$ cat config.mk
export PLATFORM = sky130hd
export DESIGN_NAME = rtc_bus_responder
export DESIGN_NICKNAME = d
export VERILOG_FILES = /design/src/rtl/rtc_resp_pkg.sv /design/src/rtl/rtc_sync_edge.sv /design/src/rtl/rtc_bus_responder.sv
export SDC_FILE = /design/constraint.sdc
export NUM_CORES = 1
export LEC_CHECK = 0
export BUFFER_PORTS_ARGS = -buffer_cell sky130_fd_sc_hd__buf_4
export CAP_MARGIN = 20
export CORE_MARGIN = 4
export CORE_UTILIZATION = 45
export DETAILED_ROUTE_END_ITERATION = 8
export PLACE_DENSITY = 0.63
export SYNTH_ARGS = -nofsm -noshare
export SYNTH_HDL_FRONTEND = slang
export SYNTH_SLANG_ARGS = --single-unit
$ cat constraint.sdc
create_clock -name clk -period 7.13 [get_ports clk]
set_clock_uncertainty 0.2 [all_clocks]
set_input_delay 1.426 -clock clk [delete_from_list [all_inputs] [get_ports clk]]
set_output_delay 1.426 -clock clk [all_outputs]
set_load 0.005 [all_outputs]
$ cat src/rtl/rtc_resp_pkg.sv
// Shared definitions for the RTC bus responder.
//   state_e    : responder FSM states (IDLE, ADDR, DATA, RD_DRIVE)
//   REG_AW_DEF : default register-file address width
//   DATA_W_DEF : default bus width (address and data share the bus)
package rtc_resp_pkg;

    localparam int REG_AW_DEF = 4;
    localparam int DATA_W_DEF = 8;

    typedef enum logic [1:0] {
        IDLE     = 2'd0,
        ADDR     = 2'd1,
        DATA     = 2'd2,
        RD_DRIVE = 2'd3
    } state_e;

endpackage

$ cat src/rtl/rtc_sync_edge.sv
// Synchronizer chain for one active-low bus strobe, followed by an edge
// detector on the synchronized level.
// Ports:
//   clk_i    : system clock
//   reset_i  : synchronous active-high reset (chain returns to the idle level)
//   strobe_i : asynchronous strobe from the pins
//   lvl_o    : synchronized level (SYNC_STAGES clocks behind the pin)
//   rise_o   : one-cycle pulse while the synchronized level goes 0->1
//   fall_o   : one-cycle pulse while the synchronized level goes 1->0
module rtc_sync_edge #(
    parameter int SYNC_STAGES = 2,
    parameter bit IDLE_LVL    = 1'b1
) (
    input  logic clk_i,
    input  logic reset_i,
    input  logic strobe_i,
    output logic lvl_o,
    output logic rise_o,
    output logic fall_o
);

    logic [SYNC_STAGES-1:0] sync_q;
    logic                   prev_q;

    // Reset to the idle (deasserted) level so no spurious edge appears when
    // reset releases with the strobes parked high.
    always_ff @(posedge clk_i) begin
        if (reset_i) begin
            sync_q <= {SYNC_STAGES{IDLE_LVL}};
            prev_q <= IDLE_LVL;
        end else begin
            sync_q <= {sync_q[SYNC_STAGES-2:0], strobe_i};
            prev_q <= sync_q[SYNC_STAGES-1];
        end
    end

    assign lvl_o  = sync_q[SYNC_STAGES-1];
    assign rise_o = lvl_o & ~prev_q;
    assign fall_o = ~lvl_o & prev_q;

endmodule

$ cat src/rtl/rtc_bus_responder.sv
// Responder end of the multiplexed address/data RTC bus. Decodes the
// active-low CS/WR/RD strobes and the AD phase select into address, write
// and read phases backed by a 2**REG_AW entry register file.
// Ports:
//   clk, reset          : clock, synchronous active-high reset
//   CS, WR, RD          : active-low chip select / write / read strobes
//   AD                  : 0 = address phase, 1 = data phase (fixed at CS fall)
//   dat_in              : bus value at the pins
//   dat_out, dat_oe     : registered read data and tri-state enable
//   upd_valid/addr/data : one-cycle notification of a committed write
//   err                 : sticky protocol-error flag
// Build option: define RTC_RESP_CHECK_EN to include the protocol checker
// driving err; without it err is tied low.
module rtc_bus_responder
    import rtc_resp_pkg::*;
#(
    parameter int REG_AW      = REG_AW_DEF,
    parameter int DATA_W      = DATA_W_DEF,
    parameter int SYNC_STAGES = 2
) (
    input  logic              clk,
    input  logic              reset,
    input  logic              CS,
    input  logic              WR,
    input  logic              RD,
    input  logic              AD,
    input  logic [DATA_W-1:0] dat_in,
    output logic [DATA_W-1:0] dat_out,
    output logic              dat_oe,
    output logic              upd_valid,
    output logic [REG_AW-1:0] upd_addr,
    output logic [DATA_W-1:0] upd_data,
    output logic              err
);

    localparam int DEPTH = 2 ** REG_AW;

    // Any address bit above the register-file range marks the address as
    // out of range.
    function automatic logic addr_oor(input logic [DATA_W-1:0] v);
        return |(v >> REG_AW);
    endfunction

    // ---------------- strobe synchronizers ----------------
    logic cs_lvl, cs_rise, cs_fall;
    logic wr_lvl, wr_rise, wr_fall;
    logic rd_lvl, rd_rise, rd_fall;
    logic ad_lvl, ad_rise, ad_fall;

    rtc_sync_edge #(.SYNC_STAGES(SYNC_STAGES), .IDLE_LVL(1'b1)) u_sync_cs (
        .clk_i(clk), .reset_i(reset), .strobe_i(CS),
        .lvl_o(cs_lvl), .rise_o(cs_rise), .fall_o(cs_fall)
    );
    rtc_sync_edge #(.SYNC_STAGES(SYNC_STAGES), .IDLE_LVL(1'b1)) u_sync_wr (
        .clk_i(clk), .reset_i(reset), .strobe_i(WR),
        .lvl_o(wr_lvl), .rise_o(wr_rise), .fall_o(wr_fall)
    );
    rtc_sync_edge #(.SYNC_STAGES(SYNC_STAGES), .IDLE_LVL(1'b1)) u_sync_rd (
        .clk_i(clk), .reset_i(reset), .strobe_i(RD),
        .lvl_o(rd_lvl), .rise_o(rd_rise), .fall_o(rd_fall)
    );
    rtc_sync_edge #(.SYNC_STAGES(SYNC_STAGES), .IDLE_LVL(1'b0)) u_sync_ad (
        .clk_i(clk), .reset_i(reset), .strobe_i(AD),
        .lvl_o(ad_lvl), .rise_o(ad_rise), .fall_o(ad_fall)
    );

    // WR is consumed as a level only; its edge pulses are not needed.
    logic unused_wr_edges;
    assign unused_wr_edges = wr_rise ^ wr_fall;

    // ---------------- FSM and window tracking ----------------
    state_e              state_q, state_d;
    logic [REG_AW-1:0]   addr_q, addr_d;
    logic                oor_q, oor_d;
    logic [DATA_W-1:0]   cap_q, cap_d;
    logic                wr_seen_q, wr_seen_d;
    logic                both_q, both_d;
    logic [DATA_W-1:0]   regs_q [DEPTH];

    logic                win_seen;
    logic                win_both;
    logic [DATA_W-1:0]   win_cap;
    logic                commit;
    logic                wr_commit;

    always_comb begin
        state_d   = state_q;
        addr_d    = addr_q;
        oor_d     = oor_q;
        cap_d     = cap_q;
        wr_seen_d = wr_seen_q;
        both_d    = both_q;
        commit    = 1'b0;
        // Window state including the current sample, so a WR still low on
        // the CS-rise cycle counts as the last WR-low cycle.
        win_seen  = wr_seen_q | ~wr_lvl;
        win_both  = both_q | (~wr_lvl & ~rd_lvl);
        win_cap   = ~wr_lvl ? dat_in : cap_q;

        case (state_q)
            IDLE: begin
                if (cs_fall) begin
                    state_d   = ad_lvl ? DATA : ADDR;
                    wr_seen_d = ~wr_lvl;
                    both_d    = ~wr_lvl & ~rd_lvl;
                    cap_d     = win_cap;
                end
            end
            ADDR: begin
                if (cs_rise) begin
                    state_d = IDLE;
                    if (win_seen) begin
                        addr_d = win_cap[REG_AW-1:0];
                        oor_d  = addr_oor(win_cap);
                    end
                end else begin
                    wr_seen_d = win_seen;
                    cap_d     = win_cap;
                end
            end
            DATA: begin
                if (cs_rise) begin
                    state_d = IDLE;
                    commit  = win_seen & ~win_both;
                end else begin
                    wr_seen_d = win_seen;
                    both_d    = win_both;
                    cap_d     = win_cap;
                    if (rd_fall && wr_lvl && !win_both) begin
                        state_d = RD_DRIVE;
                    end
                end
            end
            RD_DRIVE: begin
                if (cs_rise || rd_rise) begin
                    state_d = IDLE;
                end
            end
            default: state_d = IDLE;
        endcase
    end

    // Out-of-range writes are dropped silently.
    assign wr_commit = commit & ~oor_q;

    // ---------------- state / register file ----------------
    logic                pend_q;
    logic [REG_AW-1:0]   pend_addr_q;
    logic [DATA_W-1:0]   pend_data_q;
    logic                upd_valid_q;
    logic [REG_AW-1:0]   upd_addr_q;
    logic [DATA_W-1:0]   upd_data_q;
    logic                dat_oe_q;
    logic [DATA_W-1:0]   dat_out_q;

    always_ff @(posedge clk) begin
        if (reset) begin
            state_q     <= IDLE;
            addr_q      <= '0;
            oor_q       <= 1'b0;
            cap_q       <= '0;
            wr_seen_q   <= 1'b0;
            both_q      <= 1'b0;
            pend_q      <= 1'b0;
            pend_addr_q <= '0;
            pend_data_q <= '0;
            upd_valid_q <= 1'b0;
            upd_addr_q  <= '0;
            upd_data_q  <= '0;
            dat_oe_q    <= 1'b0;
            dat_out_q   <= '0;
            for (int i = 0; i < DEPTH; i++) begin
                regs_q[i] <= '0;
            end
        end else begin
            state_q   <= state_d;
            addr_q    <= addr_d;
            oor_q     <= oor_d;
            cap_q     <= cap_d;
            wr_seen_q <= wr_seen_d;
            both_q    <= both_d;
            if (wr_commit) begin
                regs_q[addr_q] <= win_cap;
            end
            // ---- output stage: one clock after the FSM transition ----
            pend_q <= wr_commit;
            if (wr_commit) begin
                pend_addr_q <= addr_q;
                pend_data_q <= win_cap;
            end
            upd_valid_q <= pend_q;
            if (pend_q) begin
                upd_addr_q <= pend_addr_q;
                upd_data_q <= pend_data_q;
            end
            // Read data is frozen for the whole drive window: no write can
            // commit while the FSM sits in RD_DRIVE.
            dat_oe_q  <= (state_q == RD_DRIVE);
            dat_out_q <= (state_q == RD_DRIVE && !oor_q) ? regs_q[addr_q] : '0;
        end
    end

    assign dat_out   = dat_out_q;
    assign dat_oe    = dat_oe_q;
    assign upd_valid = upd_valid_q;
    assign upd_addr  = upd_addr_q;
    assign upd_data  = upd_data_q;

    // ---------------- protocol checker ----------------
`ifdef RTC_RESP_CHECK_EN
    logic err_q;
    logic err_set;

    always_comb begin
        err_set = 1'b0;
        // Phase select must not move while the cycle is open.
        if (state_q != IDLE && !cs_lvl && (ad_rise || ad_fall)) begin
            err_set = 1'b1;
        end
        if (state_q != IDLE && !wr_lvl && !rd_lvl) begin
            err_set = 1'b1;
        end
        if (state_q == ADDR && !rd_lvl) begin
            err_set = 1'b1;
        end
        if (state_q == ADDR && cs_rise && !win_seen) begin
            err_set = 1'b1;
        end
    end

    always_ff @(posedge clk) begin
        if (reset) begin
            err_q <= 1'b0;
        end else if (err_set) begin
            err_q <= 1'b1;
        end
    end

    assign err = err_q;
`else
    logic unused_ad_edges;
    assign unused_ad_edges = ad_rise ^ ad_fall;
    assign err = 1'b0;
`endif

endmodule

# [Yosys cells after proc, flatten, opt, wreduce, memory -nomap -nowiden]
# Memories as Yosys holds them, arrays and structs flattened. A register that Yosys moved wholly into a read port is not among the register bits.
# Cells that the tools add are included.
[word_totals] ff_bits=54 ram_bits=128 input_bits=14 output_inout_bits=23 n_memories=1
[op_classes] eq_ne=9 mux=27 bitwise=17 n_reduce_logical=17
[mem_list] memory="regs_q" words=16 width=8 rd=1 rd_ports_with_merged_regs=1 write_ports=16 line_no="rtc_bus_responder.sv:78" text="logic [DATA_W-1:0] regs_q [DEPTH];"
[op_table] op="8-bit two-way mux" n=4
[op_table] op="8-bit one-hot mux with 2 select lines" n=1
[op_table] op="1-bit two-way mux" n=12
[op_table] op="2-bit two-way mux" n=6
[op_table] op="2-bit != test (second input constant)" n=5
[op_table] op="3-bit AND reduction" n=3
[op_table] op="1-bit inverter" n=8
[op_table] op="2-bit one-hot mux with 4 select lines" n=1
[op_table] op="8-bit OR reduction" n=1
[op_table] op="1-bit bitwise AND" n=7
[op_table] op="2-bit == test (second input constant)" n=2
[op_table] op="4-bit two-way mux" n=1
[op_table] op="1-bit one-hot mux with 2 select lines" n=2
[op_table] op="4-bit AND reduction" n=1
[op_table] op="2-bit nonzero test" n=2
[op_table] op="2-bit OR reduction" n=2
[op_table] op="4-bit OR reduction" n=1
[op_table] op="1-bit logical AND" n=3
[op_table] op="3-bit != test (second input constant)" n=1
[op_table] op="2-bit by 1-bit == test with 1-bit output (second input constant)" n=1
[op_table] op="1-bit logical NOT" n=2
[op_table] op="2-bit logical NOT" n=1
[op_table] op="1-bit OR" n=2
[op_table] op="1-bit logical OR" n=1

# [Depth between registers and ports, before layout]
[logic_depth] word_depth=13 ltp_mapped=8

# [Hierarchy]
# Synthesis repeated with hierarchy kept, for this count alone.
[unflattened] hier_cells=618 area_unflattened_um2=8006.4
[modules_own_cells] module="rtc_bus_responder" instances=1 cells_per_inst=586 area_each_um2=7637.3
[modules_own_cells] module="rtc_sync_edge at u_sync_cs ..." instances=3 cells_per_inst=8 area_each_um2=92.6
[modules_own_cells] module="rtc_sync_edge at u_sync_ad" instances=1 cells_per_inst=8 area_each_um2=91.3

# [Worst setup path after synthesis]
# Ideal clock, no wire load.
[synth_path] kind="input-to-reg" from="in reset" to="mem regs_q[7][0] in the netlist's numbering, enable pin" setup_time_ns=0.334 arrival_ns=2.691 required_ns=6.596 setup_slack_ns=3.904 stages=5 path_buffers=1 cell_sequence="clkbuf_1 nand2b_1 nor4_2 nand4_1 nand2b_1"
[synth_lines] element="start: declaration" line_no="rtc_bus_responder.sv:22" text="input logic reset,"
[synth_lines] element="end: declaration" line_no="rtc_bus_responder.sv:78"

==> results_dict.tcl <==
set metrics [dict create \
    synth_cell_types 45 \
    multiInputGateArea_um2 2720 \
    synthArstFlopShare_pct 0 \
    required_ns 7.02 \
    critPathKind "register to register" \
    grt_overflow 0 \
    hold_path_class "register to register" \
    total_power_uw 2510 \
    syn2layout_area_growth_pct 13.8 \
    cts_hold_buf 0 \
    drive_gt1_share_pct 21.3 \
    nFillCells 1461 \
    peakVddDrop_v 0.000241 \
    place_ws_ns 3.27 \
    seq_area_frac_synth_pct 64.0 \
    fin_crit_sh_pct 48.7 \
    clkSinkCount 190 \
    syn_avg_cell_area_um2 12.8 \
    arrival_ns 3.36 \
    syn_nets 641 \
    grt_pass1_vias 4898 \
    crit_fanout 11 \
    dpl.hpwl_um 11600 \
    io_pins 37 \
    hold_slack_ns 0.209 \
    ant_nets 0 \
    nNetsFinal 667 \
    max_freq_ghz 0.288 \
    mostFrequentLayoutCells "nor2_1 (164), edfxtp_1 (128), dfxtp_1 (60), buf_4 (46), mux4_2 (32)" \
    synth_edf_count 128 \
    grt_pass1_wl_um 28200 \
    die_w_um 141 \
    hold_violations 0 \
    grt_max_degree 75 \
    routed_via_density 5.55 \
    cap_viol_max_count 0 \
    syn_area_um2 7950 \
    report.final.slew_viol_count 0 \
    cts-root-buf "clkbuf_16" \
    status "complete, no violations" \
    min_period_ns 3.47 \
    path_clk_slew_ns 0.07 \
    chipHeight_um 141 \
    wirelength_um 17900 \
    num_antenna_cells 0 \
    seqCellArea_um2 5090 \
    drt-wirelength-per-cell_um 20.2 \
    cp-start-kind "register" \
    slew_headroom_pct 37.3 \
    yosys_most_used_dff "edfxtp_1" \
    instances_no_fill 886 \
    dieArea_um2 19800 \
    synthCells 622 \
    initial_utilization_pct 45.9 \
    cts_tree "yes" \
    fin_ws_ns 3.66 \
    ys_ff_latch 190 \
    gp_congestion 0.805 \
    tightest_slew_ns 0.940 \
    critical_path.endpoint_type "register" \
    power_density_nw_per_um2 278 \
    fin_setup_tns_ns 0 \
    synth-warning-count 0 \
    cts_setup_buffers 0 \
    routed-via-count 4917 \
    portBuffers 35 \
    firstDrtPassIters 5 \
    finalSetupViolations 0 \
    antenna_found_initial 0 \
    place_inst 852 \
    final_common_cell "nor2_1" \
    h-tree-depth 4 \
    grt_setup_unrepaired "false" \
    power.leakage_uw 0.00308 \
    initialDrtViolationCount 473 \
    cts_resized 0 \
    grt_util_all_layers_pct 18.7 \
    core_um2 17300 \
    insertion_delay_ns 0.43 \
    row_count 48 \
    cts_made_buffers 17 \
    route.detailed.drc 0 \
    cts_buffer_depth 2 \
]
[metal layers]
layer  global-route usage [%]  wire (um)  vias to the layer above
met4                     4.74        175                        0
met5                        0          0                        -
met1                     26.9       7930                     2447
li1                         -          -                     2285
met2                     29.3       8620                      172
met3                     4.14       1200                       13
[critical path, stage by stage, from the launching register on]
cell	delay, ns
dfxtp_1	0.87
nor2_1	0.25
or3b_4	0.48
nor4_2	0.49
nand4_1	0.38
nand2b_1	0.45
[final cells by class]
| class | instances | area share [%] |
|---|---|---|
| multi-input cells | 386 | 30.1 |
| repair buffers | 47 | 4.12 |
| flip-flops and latches | 190 | 56.3 |
| well taps | 225 | 3.11 |
| clock buffers | 18 | 4.75 |
| clock inverters | 14 | 1.40 |
| inverters | 6 | 0.249 |
[registers in the layout, indices dropped and copies added (netlist names), 4 cells and up]
| name | count |
|---|---|
| cap_q | 8 |
| pend_data_q | 8 |
| dat_out | 8 |
| addr_q | 4 |
| regs_q | 128 |
| upd_addr | 4 |
| upd_data | 8 |
| pend_addr_q | 4 |
[path summary, 6_finish.rpt]
kind	slack [ns]	startpoint	depth (start not counted)	end
max	3.66	u_sync_wr.sync_q[1]	5	regs_q[7][7]
min	0.21	u_sync_cs.sync_q[0]	1	u_sync_cs.sync_q[1]
max reg2reg	3.66	u_sync_wr.sync_q[1]	5	regs_q[7][7]
min reg2reg	0.21	u_sync_cs.sync_q[0]	1	u_sync_cs.sync_q[1]
[metrics by stage]
stage               utilization [%]  area, um2
floorplan                         -       7950
global placement               48.8       8450
detailed placement             48.9       8450
CTS                            52.1       9010
global route                   52.3       9040
finish                         52.3       9040
[synth_stat cells (2+ instances only)]
cell	instances	area share (%)
a211oi_1	17	1.6
a21oi_1	16	1.0
a221oi_1	3	0.33
and3_1	2	0.16
buf_1	3	0.14
buf_2	10	0.63
clkbuf_1	26	1.2
dfxtp_1	62	16
edfxtp_1	128	48
ha_1	5	0.79
inv_1	6	0.28
mux2i_1	24	3.0
mux4_2	32	9.1
nand2_1	17	0.80
nand2_2	2	0.16
nand2b_1	24	1.9
nand3_1	26	1.6
nand4_1	2	0.16
nor2_1	164	7.7
nor2b_1	13	1.0
nor3_1	4	0.25
nor4_1	2	0.16
o21ai_1	2	0.13
or2_2	11	0.87
[report_power, final]
part	internal, uW	leakage, uW	total (uW)	switching [uW]
sequential	1230	0.00183	1260	32.0
clock	509	0.000268	905	397
combinational	106	0.000983	350	244
[cells by family after synthesis]
family                   count (synthesis)  share of synthesized area [%]
multiplexers                            56                           12.1
AO/OA/AOI/OAI                           44                           3.62
flip-flops                             190                           64.0
adder cells (fa/ha/maj)                  5                          0.787
AND/OR/NAND/NOR                        280                           17.1
buffers and inverters                   46                           2.38
other                                    1                         0.0472
Note: power is estimated with default switching activity, not from simulation.
